**src/rtl/skinny_sbox8_dom1_ctrl.sv**
```systemverilog
// -----------------------------------------------------------------------------
// skinny_sbox8_dom1_ctrl
//
// Sequencing controller for a first-order DOM-masked SKINNY-128 8-bit S-box.
// The controller accepts one masked byte, waits for one fresh 16-bit refresh
// mask from the PRNG, and then drives the S-box share inputs and the r input.
// It holds them stable for LATENCY cycles, captures the S-box output shares,
// and presents them on a valid/ready output port. Only one evaluation is in
// flight at a time. Evaluations never overlap, so a new byte is accepted only
// after the previous result has been taken.
//
// Parameters
//   LATENCY   cycles the attached S-box needs stable inputs (legal 1..15)
//
// Ports
//   clk, rst              single clock, synchronous active-high reset
//   in_valid/in_ready     input handshake; in_s0/in_s1 are the two shares
//   rnd_valid/rnd_ready   refresh-mask handshake; rnd is the 16-bit mask
//   sb_si0/sb_si1/sb_r    registered drive to the S-box share and r inputs
//   sb_bo0/sb_bo1         S-box output shares
//   out_valid/out_ready   result handshake; out_s0/out_s1 are the shares
//   busy                  high whenever the controller is not idle
// -----------------------------------------------------------------------------
module skinny_sbox8_dom1_ctrl #(
    parameter int LATENCY = 4
) (
    input  logic        clk,
    input  logic        rst,
    input  logic        in_valid,
    output logic        in_ready,
    input  logic [7:0]  in_s0,
    input  logic [7:0]  in_s1,
    input  logic        rnd_valid,
    output logic        rnd_ready,
    input  logic [15:0] rnd,
    output logic [7:0]  sb_si0,
    output logic [7:0]  sb_si1,
    output logic [15:0] sb_r,
    input  logic [7:0]  sb_bo0,
    input  logic [7:0]  sb_bo1,
    output logic        out_valid,
    input  logic        out_ready,
    output logic [7:0]  out_s0,
    output logic [7:0]  out_s1,
    output logic        busy
);

    // -------------------------------------------------------------------------
    // State encoding
    // -------------------------------------------------------------------------
    localparam logic [1:0] ST_IDLE     = 2'd0;
    localparam logic [1:0] ST_WAIT_RND = 2'd1;
    localparam logic [1:0] ST_EVAL     = 2'd2;
    localparam logic [1:0] ST_DONE     = 2'd3;

    // Last counter value of the evaluation window. The counter is cleared on
    // EVAL entry and only ever compared against this value, so it never wraps.
    localparam logic [3:0] LAT_LAST = 4'(LATENCY - 1);

    logic [1:0] state_reg;
    logic [1:0] state_next;
    logic [3:0] cnt_reg;
    logic [3:0] cnt_next;
    logic       out_valid_reg;
    logic       out_valid_next;

    // Register-bank control strobes, decoded once and shared by every lane
    logic hold_load;
    logic hold_clr;
    logic sb_load;
    logic sb_clr;
    logic out_cap;
    logic out_clr;

    // Handshake events
    logic in_fire;
    logic rnd_fire;
    logic out_fire;

    // Assembled share vectors (each bit is owned by its own lane below)
    logic [7:0]  si0_reg;
    logic [7:0]  si1_reg;
    logic [7:0]  out0_reg;
    logic [7:0]  out1_reg;
    logic [15:0] r_reg;

    // -------------------------------------------------------------------------
    // Handshake outputs decode directly from the state register
    // -------------------------------------------------------------------------
    assign in_ready  = (state_reg == ST_IDLE);
    assign rnd_ready = (state_reg == ST_WAIT_RND);
    assign busy      = (state_reg != ST_IDLE);
    assign out_valid = out_valid_reg;

    assign in_fire  = in_valid  & in_ready;
    assign rnd_fire = rnd_valid & rnd_ready;
    assign out_fire = out_valid_reg & out_ready;

    // -------------------------------------------------------------------------
    // Next-state and control decode
    // -------------------------------------------------------------------------
    always_comb begin
        state_next     = state_reg;
        cnt_next       = cnt_reg;
        out_valid_next = out_valid_reg;
        hold_load      = 1'b0;
        hold_clr       = 1'b0;
        sb_load        = 1'b0;
        sb_clr         = 1'b0;
        out_cap        = 1'b0;
        out_clr        = 1'b0;

        case (state_reg)
            ST_IDLE: begin
                // The byte goes into the hold registers only; the S-box
                // inputs stay at zero until the refresh mask is available.
                if (in_fire) begin
                    hold_load  = 1'b1;
                    state_next = ST_WAIT_RND;
                end
            end

            ST_WAIT_RND: begin
                // Shares and mask reach the S-box on the same edge, so the
                // S-box never sees unrefreshed shares.
                if (rnd_fire) begin
                    sb_load    = 1'b1;
                    cnt_next   = 4'd0;
                    state_next = ST_EVAL;
                end
            end

            ST_EVAL: begin
                if (cnt_reg == LAT_LAST) begin
                    out_cap        = 1'b1;
                    out_valid_next = 1'b1;
                    sb_clr         = 1'b1;
                    hold_clr       = 1'b1;
                    cnt_next       = 4'd0;
                    state_next     = ST_DONE;
                end else begin
                    cnt_next = cnt_reg + 4'd1;
                end
            end

            ST_DONE: begin
                // Result stays put until the consumer takes it; no new input
                // is accepted here even if out_ready is already high.
                if (out_fire) begin
                    out_clr        = 1'b1;
                    out_valid_next = 1'b0;
                    state_next     = ST_IDLE;
                end
            end

            default: begin
                state_next     = ST_IDLE;
                cnt_next       = 4'd0;
                out_valid_next = 1'b0;
                hold_clr       = 1'b1;
                sb_clr         = 1'b1;
                out_clr        = 1'b1;
            end
        endcase
    end

    // -------------------------------------------------------------------------
    // FSM, counter and output-valid registers
    // -------------------------------------------------------------------------
    always_ff @(posedge clk) begin
        if (rst) begin
            state_reg     <= ST_IDLE;
            cnt_reg       <= 4'd0;
            out_valid_reg <= 1'b0;
        end else begin
            state_reg     <= state_next;
            cnt_reg       <= cnt_next;
            out_valid_reg <= out_valid_next;
        end
    end

    // -------------------------------------------------------------------------
    // Share-0 lanes: one hold / S-box-drive / result flop per bit. Each lane
    // only ever touches share-0 bits, so no logic cone mixes the two shares
    // of the same bit.
    // -------------------------------------------------------------------------
    genvar gi;
    generate
        for (gi = 0; gi < 8; gi++) begin : g_share0_lane
            logic hold_bit_reg;
            logic si_bit_reg;
            logic out_bit_reg;

            always_ff @(posedge clk) begin
                if (rst) begin
                    hold_bit_reg <= 1'b0;
                    si_bit_reg   <= 1'b0;
                    out_bit_reg  <= 1'b0;
                end else begin
                    if (hold_load) begin
                        hold_bit_reg <= in_s0[gi];
                    end else if (hold_clr) begin
                        hold_bit_reg <= 1'b0;
                    end

                    if (sb_load) begin
                        si_bit_reg <= hold_bit_reg;
                    end else if (sb_clr) begin
                        si_bit_reg <= 1'b0;
                    end

                    if (out_cap) begin
                        out_bit_reg <= sb_bo0[gi];
                    end else if (out_clr) begin
                        out_bit_reg <= 1'b0;
                    end
                end
            end

            assign si0_reg[gi]  = si_bit_reg;
            assign out0_reg[gi] = out_bit_reg;
        end

        // ---------------------------------------------------------------------
        // Share-1 lanes: mirror of the share-0 lanes, kept physically separate.
        // ---------------------------------------------------------------------
        for (gi = 0; gi < 8; gi++) begin : g_share1_lane
            logic hold_bit_reg;
            logic si_bit_reg;
            logic out_bit_reg;

            always_ff @(posedge clk) begin
                if (rst) begin
                    hold_bit_reg <= 1'b0;
                    si_bit_reg   <= 1'b0;
                    out_bit_reg  <= 1'b0;
                end else begin
                    if (hold_load) begin
                        hold_bit_reg <= in_s1[gi];
                    end else if (hold_clr) begin
                        hold_bit_reg <= 1'b0;
                    end

                    if (sb_load) begin
                        si_bit_reg <= hold_bit_reg;
                    end else if (sb_clr) begin
                        si_bit_reg <= 1'b0;
                    end

                    if (out_cap) begin
                        out_bit_reg <= sb_bo1[gi];
                    end else if (out_clr) begin
                        out_bit_reg <= 1'b0;
                    end
                end
            end

            assign si1_reg[gi]  = si_bit_reg;
            assign out1_reg[gi] = out_bit_reg;
        end

        // ---------------------------------------------------------------------
        // Refresh-mask lanes: rnd is sampled only on the rnd handshake, so
        // each mask is used for exactly one evaluation.
        // ---------------------------------------------------------------------
        for (gi = 0; gi < 16; gi++) begin : g_rnd_lane
            logic r_bit_reg;

            always_ff @(posedge clk) begin
                if (rst) begin
                    r_bit_reg <= 1'b0;
                end else if (sb_load) begin
                    r_bit_reg <= rnd[gi];
                end else if (sb_clr) begin
                    r_bit_reg <= 1'b0;
                end
            end

            assign r_reg[gi] = r_bit_reg;
        end
    endgenerate

    assign sb_si0 = si0_reg;
    assign sb_si1 = si1_reg;
    assign sb_r   = r_reg;
    assign out_s0 = out0_reg;
    assign out_s1 = out1_reg;

endmodule
```
**config.mk**
```make
export PLATFORM = sky130hd
export DESIGN_NAME = skinny_sbox8_dom1_ctrl
export DESIGN_NICKNAME = d
export VERILOG_FILES = /design/src/rtl/skinny_sbox8_dom1_ctrl.sv
export SDC_FILE = /design/constraint.sdc
export NUM_CORES = 1
export LEC_CHECK = 0
export ABC_CLOCK_PERIOD_IN_PS = 5500
export BUFFER_PORTS_ARGS = -buffer_cell sky130_fd_sc_hd__buf_4
export CAP_MARGIN = 20
export CORE_MARGIN = 2
export CORE_UTILIZATION = 25
export DETAILED_ROUTE_END_ITERATION = 8
export GPL_TIMING_DRIVEN = 0
export PLACE_DENSITY = 0.53
export SETUP_SLACK_MARGIN = 0.1
export SYNTH_ARGS = -nofsm -noshare
export SYNTH_HDL_FRONTEND = slang
export SYNTH_SLANG_ARGS = --single-unit
```
**constraint.sdc**
```tcl
create_clock -name clk -period 5.5 [get_ports clk]
set_input_delay 0.825 -clock clk [delete_from_list [all_inputs] [get_ports clk]]
set_output_delay 0.825 -clock clk [all_outputs]
set_load 0.05 [all_outputs]
```
==> summary.txt, run 1 <==
Outcome
  • Outcome: finished, final reports clean

Worst setup path
  • Worst setup SP type: flip-flop
  • CP Max Fanout: 5
  • Reg2reg setup slack: 3.37 ns
  • CP Class: flip-flop to output port
  • CP required: 4.68 ns
  • Critical Path Sink Type: output port
  • Crit path DAT: 1.34 ns

Synthesis
  • Mean post-synth cell area: 8.026 um^2
  • Syn Inst Count: 391
  • Synth Register Bits: 71
  • Sequential cell area fraction in the yosys report: 45.30%
  • Area of the mapped netlist: 3138 um^2
  • Post-synth EDFFs: 0
  • Main flop type after synthesis: dfxtp_1
  • Syn Nets: 450
  • Number of distinct library cells after synthesis: 31
  • Asr flop ratio synth: 0%
  • YS warnings: 0

STA
  • Min cycle time layout: 2.163 ns
  • Setup TNS Final: 0 ns
  • Slew Viols, Final: 0
  • Final setup viols: 0
  • Hold Fails Final Rpt: 0
  • Worst Max-Slew Pin Slew: 0.5990 ns
  • Unrepaired setup endpoints after global routing: no
  • Max Fclk: 462.4 MHz
  • Max Clock Skew: 0.009151 ns
  • Tcrit/Tclk final: 39.32%
  • Setup ws final: 3.337 ns
  • Worst slew margin: 60.07%

Global route
  • Remaining global-route overflow: 0
  • Initial antenna violation count: 0
  • First-pass GRT wire length: 13720 um
  • Number of global-route vias before repair: 2782
  • Total track usage: 13.43%
  • Largest net degree at the start of global routing: 13

Final layout
  • Max FFs per register: 16
  • Most common cell after layout, fill and taps aside: buf_4
  • Area Growth Syn to Fin: 40.59%
  • Final Util: 36.43%
  • Commonest cells after routing, fill and taps aside: buf_4, nand2_1, dfxtp_1, nand3_1, a21oi_1
  • Number of antenna diodes: 0
  • Final-stage net count: 564
  • Filler instances: 1313
  • Layout cells sized above 1: 33.73%

Route
  • Residual DRC: 0
  • DR iter-0 viols: 120
  • Wirelength per Cell: 13.27 um
  • Metal2 WL: 4156 um
  • Total Wirelength: 8996 um
  • WL met3: 457 um
  • Max layer used: met4
  • Via count: 2919
  • M1 WL: 4215 um
  • Antenna-violating nets left: 0
  • First drt pass iteration count: 4
  • Routed vias/inst: 4.305

Pwr
  • VDD IR max: 0.2014 mV
  • PwrDens: 381.1 nW/um^2
  • Tot Pwr: 0.001681 W
  • Leakage power: 1.854 nW

Clocking
  • Total CTS buffers: 9
  • Worst-path clk slew: 0.06 ns
  • CTS root buf: clkbuf_16
  • Max Root-Sink Buffers: 2
  • Latest clock arrival within the worst-skew pair: 0.33 ns
  • CTS Hold Bufs: 0
  • Post-CTS Setup Bufs: 0
  • TritonCTS clock tree: done
  • H-tree depth: 3
  • # resized after CTS: 0
  • Clock sink count: 71

Floorplanning
  • Die Ht: 116.0 um
  • Core Region: 12110 um^2
  • DIE AREA: 13460 um^2
  • Chip width: 116.0 um
  • Row Count: 40
  • Ports: 105
  • Initial Utilization: 25.91%

Flow run
  • Max-Cap Viols: 0

Worst hold path
  • Hold Crit Class: flip-flop to flip-flop

Placement
  • Worst slack, placed: 3.321 ns
  • Post-DP HPWL: 6509 um
  • I/O Buffers: 103
  • Placer Congestion: 0.7034
[through the flow]
| stage | std cells | hold slack, ns | area (um^2) |
|---|---|---|---|
| 6_report | 678 | 0.4524 | 4412 |
| 5_1_grt | 678 | 0.4714 | 4412 |
| 4_1_cts | 678 | 0.4543 | 4412 |
| 3_5_place_dp | 662 | 0.4464 | 4121 |
| 3_3_place_gp | 662 | 0.4405 | 4121 |
| 2_1_floorplan | 391 | 0.4321 | 3138 |
[area by class of cell]
type	count	area (um^2)	share of cell area, %
timing repair buffer	103	773.2	17.53
inverter	5	18.77	0.4254
clock inverter	6	61.31	1.390
sequential	71	1421	32.22
buffer	77	470.5	10.66
tap	168	210.2	4.765
clock buffer	10	229.0	5.190
multi-input combinational	238	1227	27.82
[worst paths after layout]
check                                      to  depth (start not counted)                           from
hold / removal    g_share1_lane[7].si_bit_reg                          2  g_share1_lane[7].hold_bit_reg
setup / recovery                         busy                          4                   state_reg[0]
hold reg to reg   g_share1_lane[7].si_bit_reg                          2  g_share1_lane[7].hold_bit_reg
setup reg to reg     g_rnd_lane[11].r_bit_reg                          7                   state_reg[0]
[power breakdown]
part | switching (W) | total [W] | internal [W]
clock | 0.000221 | 0.000571 | 0.000349
combinational | 0.000332 | 0.000514 | 0.000181
sequential | 0.0000300 | 0.000597 | 0.000567
[synthesized netlist by cell type (all sizes together), types with 2 or more instances]
library cell | instances | area share, %
and2 | 2 | 0.40
mux2i | 2 | 0.64
nor2 | 3 | 0.36
nand2 | 71 | 8.5
buf | 53 | 12
inv | 5 | 0.60
dfxtp | 71 | 45
ha | 6 | 2.4
nor2b | 2 | 0.40
and2b | 2 | 0.56
clkbuf | 24 | 2.9
a21oi | 67 | 11
nand3 | 67 | 11
nand4 | 2 | 0.40
[cell families after synthesis]
kind of cell	Yosys count	share of synthesized area, %
compound gates	74	12.68
fa+ha+maj	6	2.392
buf+inv	82	15.59
flops	71	45.29
mux	2	0.6380
simple gates	156	23.40
[critical path, stage by stage (launching register included)]
cell and delay (ns):
dfxtp_1 0.35, inv_1 0.10, ha_1 0.27, inv_1 0.09, buf_4 0.19
[per-layer routing]
layer / vias up / global-route usage (%)
li1: 1502 / -
met1: 1317 / 17.00
met2: 86 / 22.11
met3: 14 / 2.615
met4: 0 / 6.190
met5: - / 0
(Power assumes the default switching activity.)
==> inputs of run 2 (changes only) <==
Settings changed: ABC_CLOCK_PERIOD_IN_PS 5500 to 1800, PLACE_DENSITY 0.53 to 0.55.
Clock period 5.5 ns to 1.8 ns, I/O delays scaled along.
==> run 2 against run 1 <==
Net effect:
- cell count increased by 0.29%
- clock skew decreased by 0.0047 ns
- hold slack got worse by 0.27 ns
- clock power increased to 3.3 times the previous value
- worst setup slack got worse by 3.2 ns
- total power increased to 3.2 times the previous value
- sequential power increased to 3.1 times the previous value
- combinational power increased to 3.2 times the previous value
- critical path type is now flip-flop to flip-flop
- largest cell class unchanged
- sequential cell count unchanged
- count of clock-buffer cells in the layout unchanged
- sequential share of layout area decreased by 0.75 points
==> summary.txt, run 2 (same netlist as run 1, synthesis figures left out) <==
Outcome
  • Outcome: finished, final reports clean

Final layout
  • Max FFs per register: 16 (unchanged)
  • Seq. cell area: 1433 um^2 (+0.79%)
  • Final Util: 37.59% (+1.2 points)
  • Area of the multi-input gates: 1272 um^2 (+3.7%)
  • Final instance area: 4553 um^2 (+3.2%)
  • Area Growth Syn to Fin: 45.10%
  • Filler instances: 1302 (-0.84%)
  • Most common cell after layout, fill and taps aside: buf_4
  • Final non-filler cell total: 680 (+0.29%)
  • Number of antenna diodes: 0 (unchanged)
  • Layout cells sized above 1: 39.65% (+5.9 points)
  • Final-stage net count: 566 (+0.35%)
  • Commonest cells after routing, fill and taps aside: buf_4, nand2_1, dfxtp_1, a21oi_1, nand3_1

Pwr
  • Leakage power: 1.928 nW (+4.0%)
  • VDD IR max: 0.5573 mV (+180%)
  • PwrDens: 1175 nW/um^2 (+210%)

Worst setup path
  • Critical Path Sink Type: flip-flop
  • CP required: 2.04 ns (-2.64 ns)
  • Worst setup SP type: flip-flop
  • Buf+Inv Stages, Crit Path: 0 (-3)
  • Crit path DAT: 1.86 ns (+0.52 ns)
  • CP Max Fanout: 5 (unchanged)
  • Crit-path cells: ha_4 > or3b_4 > a2111o_1 > a221oi_2
  • Slowest cell delay on critical path: 0.42 ns (+0.07 ns)
  • Cell family with most CP delay: compound AO/OA/AOI/OAI gates
  • Critical-path top delay cell: a2111o_1
  • CP Class: flip-flop to flip-flop

Floorplanning
  • Core Region: 12110 um^2 (unchanged)
  • Die Ht: 116.0 um (unchanged)
  • Ports: 105 (unchanged)
  • DIE AREA: 13460 um^2 (unchanged)
  • Initial Utilization: 25.91% (unchanged)
  • Row Count: 40 (unchanged)
  • Chip width: 116.0 um (unchanged)

Global route
  • Total track usage: 13.13% (-0.30 points)
  • First-pass GRT wire length: 13520 um (-1.5%)
  • Remaining global-route overflow: 0 (unchanged)
  • Number of global-route vias before repair: 2807 (+0.90%)
  • Largest net degree at the start of global routing: 13 (unchanged)
  • Initial antenna violation count: 0 (unchanged)

Flow run
  • Max-Cap Viols: 0 (unchanged)

STA
  • Slew Viols, Final: 0 (unchanged)
  • Final setup viols: 0 (unchanged)
  • Min cycle time layout: 1.622 ns
  • Tcrit/Tclk final: 90.09%
  • Unrepaired setup endpoints after global routing: yes
  • Max Clock Skew: 0.004495 ns (-0.004657 ns)
  • Worst slew margin: 60.82% (+0.75 points)
  • Worst Max-Slew Pin Slew: 0.5878 ns (-0.01126 ns)
  • Hold Fails Final Rpt: 0 (unchanged)
  • Max Fclk: 616.7 MHz

Clocking
  • CTS root buf: clkbuf_16
  • Max Root-Sink Buffers: 2 (unchanged)
  • TritonCTS clock tree: done
  • Total CTS buffers: 9 (unchanged)
  • Clock sink count: 71 (unchanged)
  • H-tree depth: 3 (unchanged)
  • Worst-path clk slew: 0.06 ns (about the same)
  • Latest clock arrival within the worst-skew pair: 0.33 ns (about the same)
  • CTS Hold Bufs: 0 (unchanged)

Route
  • Via count: 2903 (-0.55%)
  • Antenna-violating nets left: 0 (unchanged)
  • DR iter-0 viols: 143 (+19%)
  • First drt pass iteration count: 4 (unchanged)
  • Residual DRC: 0 (unchanged)
  • Wirelength per Cell: 12.94 um (-2.5%)
  • Total Wirelength: 8801 um (-2.2%)
  • Routed vias/inst: 4.269 (-0.84%)

Placement
  • Post-DP HPWL: 6498 um (-0.16%)
  • I/O Buffers: 103 (unchanged)
  • Placer Congestion: 0.7336 (+4.3%)
  • Placed Cells: 662 (unchanged)
  • Placed Area: 4148 um^2 (+0.64%)

Worst hold path
  • Hold Crit Class: input pin to flip-flop
## run 2: changes by cell type in the layout (fill, tap and decap cells not counted), sizes merged
cell and delta:
buf +3, clkinv -2, bufinv +1, clkbuf -1
clkinvlp +1
## run 2: repair_timing
item	in CTS	in global routing
pin swaps	2	2
buffers inserted	3	0
resized for setup	28	14
setup endpoints to repair	67	51
## run 2: tightest hold or removal path, cell delays in order
cell and delay [ns]:
buf_4 0.11, nand2_1 0.04, a21oi_1 0.05
## run 2: stage by stage
| step | hold WS [ns] | worst slack [ns] | setup TNS (ns) | total power (W) |
|---|---|---|---|---|
| global route | 0.1805 | 0.08721 | 0 | 0.005635 |
| CTS | 0.1748 | 0.1025 | 0 | 0.005412 |
| detailed placement | 0.4496 | -0.4556 | -21.30 | 0.003489 |
| finish | 0.1860 | 0.1784 | 0 | 0.005349 |
| global placement | 0.4421 | -0.3927 | -19.19 | 0.003468 |
| floorplan | 0.4060 | 0.1154 | 0 | 0.003030 |
## run 2: final timing paths
| check | start | to | slack, ns | cells after the start |
|---|---|---|---|---|
| setup / recovery | cnt_reg[0] | state_reg[0] | 0.18 | 4 |
| hold / removal | rnd[13] | g_rnd_lane[13].r_bit_reg | 0.19 | 3 |
| setup reg to reg | cnt_reg[0] | state_reg[0] | 0.18 | 4 |
| hold reg to reg | g_share0_lane[2].hold_bit_reg | g_share0_lane[2].si_bit_reg | 0.45 | 2 |
## run 2: layout make-up
type / instances / area share, %
Tap cell: 168 / 4.617
Clock inverter: 6 / 1.869
Buffer: 76 / 11.18
Clock buffer: 10 / 5.029
Inverter: 5 / 0.4122
Timing Repair Buffer: 106 / 17.48
Sequential cell: 71 / 31.46
Multi-Input combinational cell: 238 / 27.95
## run 2: layer usage
| metal | routed length, um | track usage [%] | vias to the layer above |
|---|---|---|---|
| met5 | 0 | 0 | - |
| met1 | 4121 | 16.70 | 1299 |
| met4 | 125 | 4.524 | 0 |
| met3 | 532 | 3.818 | 16 |
| li1 | - | - | 1506 |
| met2 | 4022 | 21.33 | 82 |
## run 2: report_power, final
group	switching [W]	internal (W)
Combinational	0.00102	0.000618
Clock	0.000659	0.00121
Sequential	0.000104	0.00174
==> inputs of run 3 (changes only) <==
Settings changed: ABC_CLOCK_PERIOD_IN_PS 1800 to 1760, PLACE_DENSITY 0.55 to 0.53.
Clock period 1.8 ns to 1.76 ns, I/O delays scaled along.
==> run 3 against run 2 <==
Net effect:
- sequential share of layout area decreased by 0.13 points
- non-clock buffer count increased by 1
- combinational power increased by 5%
- maximum frequency decreased by 1.2%
- first-iteration DRC count decreased by 13%
- global-route usage increased by 0.13 points
- sequential power increased by 2%
- critical path depth unchanged
- utilization increased by 0.19 points
- largest cell class unchanged
- largest power group is now sequential cells
- highest routed layer unchanged
==> summary.txt, run 3 (same netlist as run 1, synthesis figures left out) <==
Outcome
  • Outcome: finished, final reports clean

Worst setup path
  • Critical Path Sink Type: flip-flop
  • Crit path DAT: 1.87 ns (about the same)
  • CP required: 1.99 ns (-0.05 ns)
  • CP Class: flip-flop to flip-flop
  • CP Max Fanout: 2 (-3)
  • Reg2reg setup slack: 0.12 ns (-0.06 ns)
  • Worst setup SP type: flip-flop

STA
  • Slew Viols, Final: 0 (unchanged)
  • Max Fclk: 609.5 MHz (-1.2%)
  • Unrepaired setup endpoints after global routing: yes
  • Tcrit/Tclk final: 93.21% (+3.1 points)
  • Hold Slack: 0.1911 ns (+0.005126 ns)
  • Setup ws final: 0.1194 ns (-0.05893 ns)
  • Hold Fails Final Rpt: 0 (unchanged)
  • Worst Max-Slew Pin Slew: 0.5854 ns (-0.002366 ns)
  • Min cycle time layout: 1.641 ns (+0.01893 ns)
  • Max Clock Skew: 0.004382 ns (-0.0001130 ns)
  • Final setup viols: 0 (unchanged)
  • Worst slew margin: 60.97% (+0.16 points)

Route
  • Residual DRC: 0 (unchanged)
  • Total Wirelength: 8954 um (+1.7%)
  • Antenna-violating nets left: 0 (unchanged)
  • Via count: 2916 (+0.45%)
  • Wirelength per Cell: 13.15 um (+1.6%)
  • First drt pass iteration count: 5 (+1)
  • DR iter-0 viols: 124 (-13%)
  • Routed vias/inst: 4.282 (+0.30%)

Clocking
  • CTS Hold Bufs: 0 (unchanged)
  • Latest clock arrival within the worst-skew pair: 0.32 ns (about the same)
  • CTS root buf: clkbuf_16
  • TritonCTS clock tree: done
  • Clock sink count: 71 (unchanged)
  • Total CTS buffers: 9 (unchanged)
  • H-tree depth: 3 (unchanged)
  • Worst-path clk slew: 0.05 ns (about the same)
  • Max Root-Sink Buffers: 2 (unchanged)

Floorplanning
  • Chip width: 116.0 um (unchanged)
  • Die Ht: 116.0 um (unchanged)
  • Row Count: 40 (unchanged)
  • Initial Utilization: 25.91% (unchanged)
  • Ports: 105 (unchanged)
  • Core Region: 12110 um^2 (unchanged)
  • DIE AREA: 13460 um^2 (unchanged)

Pwr
  • Leakage power: 1.942 nW (+0.72%)
  • Sequential share of power: 34.4% (about the same)
  • P_sw: 0.001803 W (+1.2%)
  • Tot Pwr: 0.005485 W (+2.5%)
  • VDD IR max: 0.5578 mV (about the same)
  • Clock power share: 34.2% (-0.7 points)
  • Combinational share of power: 31.3% (+0.7 points)
  • PwrDens: 1199 nW/um^2 (+2.0%)
  • Sw Ratio: 32.88% (-0.44 points)
  • Pint: 0.003682 W (+3.2%)

Final layout
  • Filler instances: 1295 (-0.54%)
  • Layout cells sized above 1: 39.77% (+0.12 points)
  • Number of antenna diodes: 0 (unchanged)
  • Max FFs per register: 16 (unchanged)
  • Most common cell after layout, fill and taps aside: buf_4
  • Commonest cells after routing, fill and taps aside: buf_4, nand2_1, a21oi_1, dfxtp_1, nand3_1
  • Final-stage net count: 567 (+0.18%)
  • Area Growth Syn to Fin: 45.81%

Flow run
  • Max-Cap Viols: 0 (unchanged)

Global route
  • First-pass GRT wire length: 13640 um (+0.92%)
  • Total track usage: 13.25% (+0.13 points)
  • Remaining global-route overflow: 0 (unchanged)
  • Largest net degree at the start of global routing: 12 (-1)
  • Initial antenna violation count: 0 (unchanged)
  • Number of global-route vias before repair: 2787 (-0.71%)

Placement
  • Placer Congestion: 0.7697 (+4.9%)
  • Post-DP HPWL: 6523 um (+0.38%)
  • Worst slack, placed: -0.3911 ns (+0.06448 ns)
  • I/O Buffers: 103 (unchanged)

Worst hold path
  • Hold Crit Class: input pin to flip-flop
[run 3: timing repair]
action                     in CTS  in global routing
buffers inserted                4                  0
hold endpoints to repair        0                  0
setup endpoints to repair      66                 62
pin swaps                       3                  1
gates resized for setup        26                 29
[run 3: area by class of cell]
cell class / count / area [um^2] / area share, %
flip-flops and latches: 71 / 1434 / 31.34
repair buffers: 107 / 803.3 / 17.56
clock buffers: 12 / 236.5 / 5.168
well taps: 168 / 210.2 / 4.594
plain buffers: 76 / 526.8 / 11.51
clock inverters: 4 / 70.07 / 1.531
inverters: 5 / 18.77 / 0.4102
multi-input cells: 238 / 1276 / 27.89
[run 3: critical path, cell delays in order, from the launching register on]
cell and delay, ns:
dfxtp_4 0.36, ha_4 0.14, or3b_4 0.38, a2111o_1 0.43, a221oi_2 0.25
[run 3: power by group through the flow]
stage | Sequential (W) | Clock (W) | Combinational [W]
detailed placement | 0.00191 | 0 | 0.00167
finish | 0.00189 | 0.00188 | 0.00172
floorplan | 0.00188 | 0 | 0.00122
global route | 0.00191 | 0.00200 | 0.00187
CTS | 0.00188 | 0.00193 | 0.00170
global placement | 0.00190 | 0 | 0.00164
[run 3: stage by stage]
step | cells | utilization, % | area, um^2 | setup TNS [ns]
2_1_floorplan | 391 | - | 3169 | 0
3_3_place_gp | 662 | 34.29 | 4153 | -18.15
3_5_place_dp | 662 | 34.29 | 4153 | -18.57
4_1_cts | 681 | 37.46 | 4537 | 0
5_1_grt | 681 | 37.78 | 4576 | 0
6_report | 681 | 37.78 | 4576 | 0
[run 3: path summary, 6_finish.rpt]
path | to | startpoint | cells past startpoint
worst max-delay path | state_reg[0] | cnt_reg[0] | 4
worst min-delay path | g_share1_lane[1].out_bit_reg | sb_bo1[1] | 3
worst max register to register | state_reg[0] | cnt_reg[0] | 4
worst min register to register | g_share1_lane[6].si_bit_reg | g_share1_lane[6].hold_bit_reg | 2
[run 3: routing by layer]
layer / GRT usage [%] / share of wire, % / wire length [um]
met1: 17.20 / 47 / 4185
met2: 21.29 / 46 / 4093
met3: 3.138 / 6.1 / 545
met4: 5.317 / 1.5 / 130
met5: 0 / 0 / 0
